File: config.mk
export PLATFORM = sky130hd
export DESIGN_NAME = monitor_frame_rx
export DESIGN_NICKNAME = d
export VERILOG_FILES = /design/src/rtl/monitor_frame_rx.sv
export SDC_FILE = /design/constraint.sdc
export NUM_CORES = 1
export LEC_CHECK = 0
export ABC_AREA = 0
export CAP_MARGIN = 25
export CORE_MARGIN = 4
export CORE_UTILIZATION = 63
export DETAILED_ROUTE_END_ITERATION = 10
export DONT_BUFFER_PORTS = 1
export GPL_ROUTABILITY_DRIVEN = 1
export GPL_TIMING_DRIVEN = 0
export PLACE_DENSITY = 0.79
export SYNTH_ARGS = -nofsm -noshare
export SYNTH_HDL_FRONTEND = slang
export SYNTH_SLANG_ARGS = --single-unit
File: constraint.sdc
create_clock -name clk -period 2.9 [get_ports clk]
set_clock_uncertainty 0.05 [all_clocks]
set_input_delay 0.58 -clock clk [delete_from_list [all_inputs] [get_ports clk]]
set_output_delay 0.58 -clock clk [all_outputs]
set_load 0.1 [all_outputs]
File: src/rtl/monitor_frame_rx.sv
// Frame-level UART monitor: hunts for a start byte after an idle gap, collects a
// fixed-length frame into a shadow buffer and commits it atomically to the LED display buffer.
module monitor_frame_rx #(
  parameter int unsigned PAYLOAD_BITS = 8,
  parameter int unsigned FRAME_BYTES  = 25,
  parameter logic [7:0]  START_BYTE   = 8'h0F,
  parameter int unsigned GAP_CYCLES   = 1000,
  parameter int unsigned SEL_BITS     = 5
) (
  input  logic                    clk,
  input  logic                    sw_0,
  input  logic [PAYLOAD_BITS-1:0] uart_rx_data,
  input  logic                    uart_rx_valid,
  input  logic                    uart_rx_break,
  input  logic [SEL_BITS-1:0]     sel,
  input  logic                    mode,
  input  logic                    clr_err,
  output logic [7:0]              led,
  output logic                    frame_valid,
  output logic [7:0]              frame_cnt,
  output logic                    err_short,
  output logic                    err_break
);

  localparam int unsigned IDX_W = (FRAME_BYTES > 2) ? $clog2(FRAME_BYTES) : 1;
  localparam int unsigned GAP_W = $clog2(GAP_CYCLES + 1);
  localparam logic [IDX_W-1:0] LAST_IDX = IDX_W'(FRAME_BYTES - 1);
  localparam logic [GAP_W-1:0] GAP_MAX  = GAP_W'(GAP_CYCLES);

  typedef enum logic [1:0] {
    ST_HUNT   = 2'd0,
    ST_RECV   = 2'd1,
    ST_COMMIT = 2'd2
  } state_t;

  state_t                  state;
  logic [IDX_W-1:0]        idx;
  logic [GAP_W-1:0]        gap_cnt;
  logic [PAYLOAD_BITS-1:0] shadow  [FRAME_BYTES];
  logic [PAYLOAD_BITS-1:0] display [FRAME_BYTES];

  logic       gap_seen_c;
  logic       start_ok_c;
  logic       set_short_c;
  logic       sel_in_range_c;
  logic [7:0] led_c;

  assign gap_seen_c     = (gap_cnt == GAP_MAX);
  assign start_ok_c     = uart_rx_valid && gap_seen_c && (uart_rx_data[7:0] == START_BYTE);
  assign set_short_c    = !uart_rx_break && (state == ST_RECV) && !uart_rx_valid && gap_seen_c;
  assign sel_in_range_c = (32'(sel) < FRAME_BYTES);

  // LED source: selected display byte or status word built from current registers
  always_comb begin
    led_c = 8'h00;
    if (mode) begin
      led_c = {err_break, err_short, (state == ST_RECV), 1'b0, frame_cnt[3:0]};
    end else if (sel_in_range_c) begin
      led_c = display[IDX_W'(sel)][7:0];
    end
  end

  // Frame collection, commit, error flags and registered LED drive
  always_ff @(posedge clk or negedge sw_0) begin
    if (!sw_0) begin
      state       <= ST_HUNT;
      idx         <= '0;
      gap_cnt     <= GAP_MAX;
      led         <= 8'hF0;
      frame_valid <= 1'b0;
      frame_cnt   <= 8'h00;
      err_short   <= 1'b0;
      err_break   <= 1'b0;
      for (int i = 0; i < int'(FRAME_BYTES); i++) begin
        shadow[i]  <= '0;
        display[i] <= '0;
      end
    end else begin
      frame_valid <= 1'b0;
      led         <= led_c;
      err_short   <= set_short_c | (err_short & ~clr_err);
      err_break   <= uart_rx_break | (err_break & ~clr_err);

      if (uart_rx_valid) begin
        gap_cnt <= '0;
      end else if (!gap_seen_c) begin
        gap_cnt <= gap_cnt + GAP_W'(1);
      end

      // Commit still happens when a break lands in the commit cycle
      if (state == ST_COMMIT) begin
        for (int i = 0; i < int'(FRAME_BYTES); i++) begin
          display[i] <= shadow[i];
        end
        frame_valid <= 1'b1;
        frame_cnt   <= frame_cnt + 8'd1;
      end

      if (uart_rx_break) begin
        state <= ST_HUNT;
        idx   <= '0;
      end else begin
        case (state)
          ST_RECV: begin
            if (uart_rx_valid) begin
              shadow[idx] <= uart_rx_data;
              if (idx == LAST_IDX) begin
                state <= ST_COMMIT;
                idx   <= '0;
              end else begin
                idx <= idx + IDX_W'(1);
              end
            end else if (gap_seen_c) begin
              state <= ST_HUNT;
              idx   <= '0;
            end
          end
          default: begin
            // HUNT and the single COMMIT cycle both accept a new start byte
            state <= ST_HUNT;
            idx   <= '0;
            if (start_ok_c) begin
              shadow[0] <= uart_rx_data;
              idx       <= IDX_W'(1);
              state     <= ST_RECV;
            end
          end
        endcase
      end
    end
  end

endmodule

==> impl_metrics.tcl <==
set metrics [dict create \
    status "finished, violations left" \
    violations "hold timing, setup timing" \
    timing.slew.headroom 0.2524 \
    synth.distinct_cells 57 \
    wl_per_cell_microns 26.65 \
    tns_ns -0.006877 \
    clk_latency_ns 0.55 \
    yosysWarnings 0 \
    grt_setup_unrepaired "false" \
    dp_hpwl_mm 30.03 \
    drive_gt1_frac 0.4142 \
    hold_slack_ns -0.3125 \
    vias_per_cell 6.283 \
    p_per_area_nw_per_um2 589.3 \
    worstSetupPathType "in2reg" \
    fmax_mhz 344.0 \
    yosysMostFrequentCell "dfrtp_1" \
    grt_overflow 0 \
    antenna_cells 0 \
    max_stage_delay_ns 0.61 \
    drt-total-wl_mm 45.17 \
    die_w_microns 178.3 \
    cts.sinks 436 \
    firstDrtPassIters 5 \
    rows 62 \
    grt_pass1_wl_mm 68.72 \
    gp_congestion 0.9603 \
    p_leak_nw 10.06 \
    syn_to_final_growth_pct 11.26 \
    crit_path_top_delay_cell "clkdlybuf4s15_2" \
    ant_nets 0 \
    drt_iter0_markers 985 \
    startpoint_type "primary input" \
    setup_viol 1 \
    placed_cells 1615 \
    netlist_area_sq_um 18260 \
    crit_chain "clkbuf_1, clkbuf_2, clkdlybuf4s15_2, mux2i_1, a21oi_1, o211ai_1, a211oi_1" \
    synth_edf_count 0 \
    fin_crit_ns 2.907 \
    fp.dieArea_sq_um 31780 \
    n_fill_cell 1843 \
    place_area_sq_um 18830 \
    antenna_found_initial 0 \
    power_mw 11.98 \
    hold_path_class "in2async" \
    grt_pass1_vias 11290 \
    post_cts_buffers 0 \
    cp_max_fo 10 \
    yosysTopAreaCellShare 0.5837 \
    synth_top_area_cell "dfrtp_1" \
    fin_nets 1304 \
    track_usage 0.2925 \
    synth.area.top_cells "dfrtp_1, mux2_2, mux4_2, mux2i_1, dfstp_2" \
    hold_viol 430 \
    clk_path_buf_depth 3 \
    cts_max_level 2 \
    worst_ep_arrival_time_ns 3.22 \
    numCtsBuffers 44 \
    fin_crit_sh 1.002 \
    portBuffers 0 \
    initial_core_util 0.6380 \
    clk_root_buffer_cell "clkbuf_16" \
    vdd_drop_max_mv 0.5167 \
    io_pins 38 \
    slew_violations 0 \
    ys_async_sr_fraction 1.000 \
    final_util 0.7099 \
    crit_required_ns 3.22 \
    route.detailed.drc 0 \
    max-cap-violations 0 \
    cts_tree "built" \
    yosysSeqAreaShare 0.5981 \
    layoutNonFillerInstCount 1695 \
    tightest_slew_ns 1.121 \
    synth_common_cells "dfrtp_1, mux2_2, clkbuf_1" \
    synth-seq-cells 436 \
    synth_area_per_cell_sq_um 14.88 \
    ys.flop_type "dfrtp_1" \
    worstSetupEndpointType "flop" \
    cts.clk_slew.worst_paths_ns 0.06 \
    syn_inst 1227 \
    dieHeight_microns 178.3 \
    timing.final.ws_setup_ns -0.006877 \
    fin_area_sq_um 20320 \
    core-area_sq_um 28630 \
    syn_nets 1253 \
    grt_max_degree 437 \
    num_vias 10650 \
]
[final timing paths]
| kind | startpoint | endpoint | slack [ns] | cells after the start |
|---|---|---|---|---|
| max | sel[1] | led[4] | -0.007 | 7 |
| max in group asynchronous | sw_0 | display[38] | 2.40 | 0 |
| min reg2reg | shadow[171] | display[171] | 0.44 | 1 |
| max reg2reg | gap_cnt[0] | shadow[194] | 0.10 | 8 |
| min in group clk | uart_rx_break | idx[0] | 0.07 | 1 |
| min | sw_0 | gap_cnt[4] | -0.31 | 0 |
[registers in the layout, summed over array words and instances (netlist names)]
signal,flops
display,200
shadow,200
gap_cnt,10
frame_cnt,8
led,8
idx,5
state,2
err_break,1
err_short,1
frame_valid,1
[worst max-delay path, delay by kind of cell]
kind / cells / cell delay, ns
AO/OA/AOI/OAI: 3 / 0.91
buffers and inverters: 3 / 1.51
multiplexers: 1 / 0.21
[kinds of logic after synthesis]
kind of cell               count (synthesis)  share of synthesized area
AOI/OAI and AO/OA                         78                    0.03062
xor gates and xnor gates                  16                   0.007673
adders and majority gates                  7                   0.004795
buffers and inverters                     84                    0.01822
DFF                                      436                     0.5981
muxes                                    473                     0.3042
and+or+nand+nor                          133                    0.03645
[power by group]
| part | switching (mW) | internal [mW] |
|---|---|---|
| sequential | 0.0460 | 6.09 |
| clock | 2.32 | 3.26 |
| combinational | 0.187 | 0.0706 |
| total | 2.55 | 9.43 |
[routing by layer]
metal	track usage	vias to the layer above	part of all wire
li1	-	4548	-
met3	0.05702	98	0.074
met2	0.4692	388	0.47
met4	0.1078	0	0.039
met1	0.4039	5615	0.41
met5	0	-	0
[cell type report]
| cell class | instances | area (sq um) | area share |
|---|---|---|---|
| Clock buffer | 68 | 1334 | 0.06564 |
| Sequential cell | 436 | 10920 | 0.5375 |
| Multi-Input combinational cell | 707 | 7013 | 0.3451 |
| Timing Repair Buffer | 5 | 108.9 | 0.005357 |
| Inverter | 12 | 45.04 | 0.002217 |
| Tap cell | 384 | 480.5 | 0.02364 |
| Clock inverter | 11 | 100.1 | 0.004926 |
| Buffer | 72 | 316.6 | 0.01558 |
[stage by stage]
step	hold slack, ns	setup slack (ns)
2_1_floorplan	0.2344	0.4114
3_3_place_gp	0.2450	-1.043
3_5_place_dp	0.2489	-1.093
4_1_cts	-0.3242	0.08543
5_1_grt	-0.3282	0.02917
6_report	-0.3125	-0.006877
[what timing repair did]
| action | in CTS | in global routing |
|---|---|---|
| gates resized for setup | 10 | 4 |
| endpoints found under the hold margin | 436 | 432 |
| setup endpoints to repair | 96 | 1 |
| cloned | 0 | 0 |
[layout by cell type (no fill, tap or decap), types with 4 or more instances in the layout]
master | netlist | routed
dfrtp_1 | 426 | 426
mux2_2 | 416 | 416
clkbuf_1 | 60 | 66
clkbuf_16 | 0 | 46
nand2_1 | 38 | 38
mux2i_1 | 33 | 33
nor2_1 | 28 | 28
mux4_2 | 24 | 24
a21oi_1 | 16 | 16
inv_1 | 12 | 12
o22ai_1 | 12 | 12
nand3_1 | 12 | 12
and3_1 | 10 | 10
xnor2_1 | 10 | 10
clkbuf_8 | 0 | 10
dfstp_2 | 10 | 10
nor2b_1 | 9 | 9
nand2b_1 | 8 | 8
nor3_1 | 7 | 7
ha_1 | 7 | 7
clkinv_2 | 0 | 7
clkbuf_2 | 0 | 6
o21ai_0 | 6 | 6
nand4_1 | 6 | 6
xor2_1 | 6 | 6
a211oi_1 | 5 | 5
o211ai_1 | 5 | 5
buf_2 | 8 | 4
a311oi_1 | 4 | 4
(Power assumes the default switching activity.)
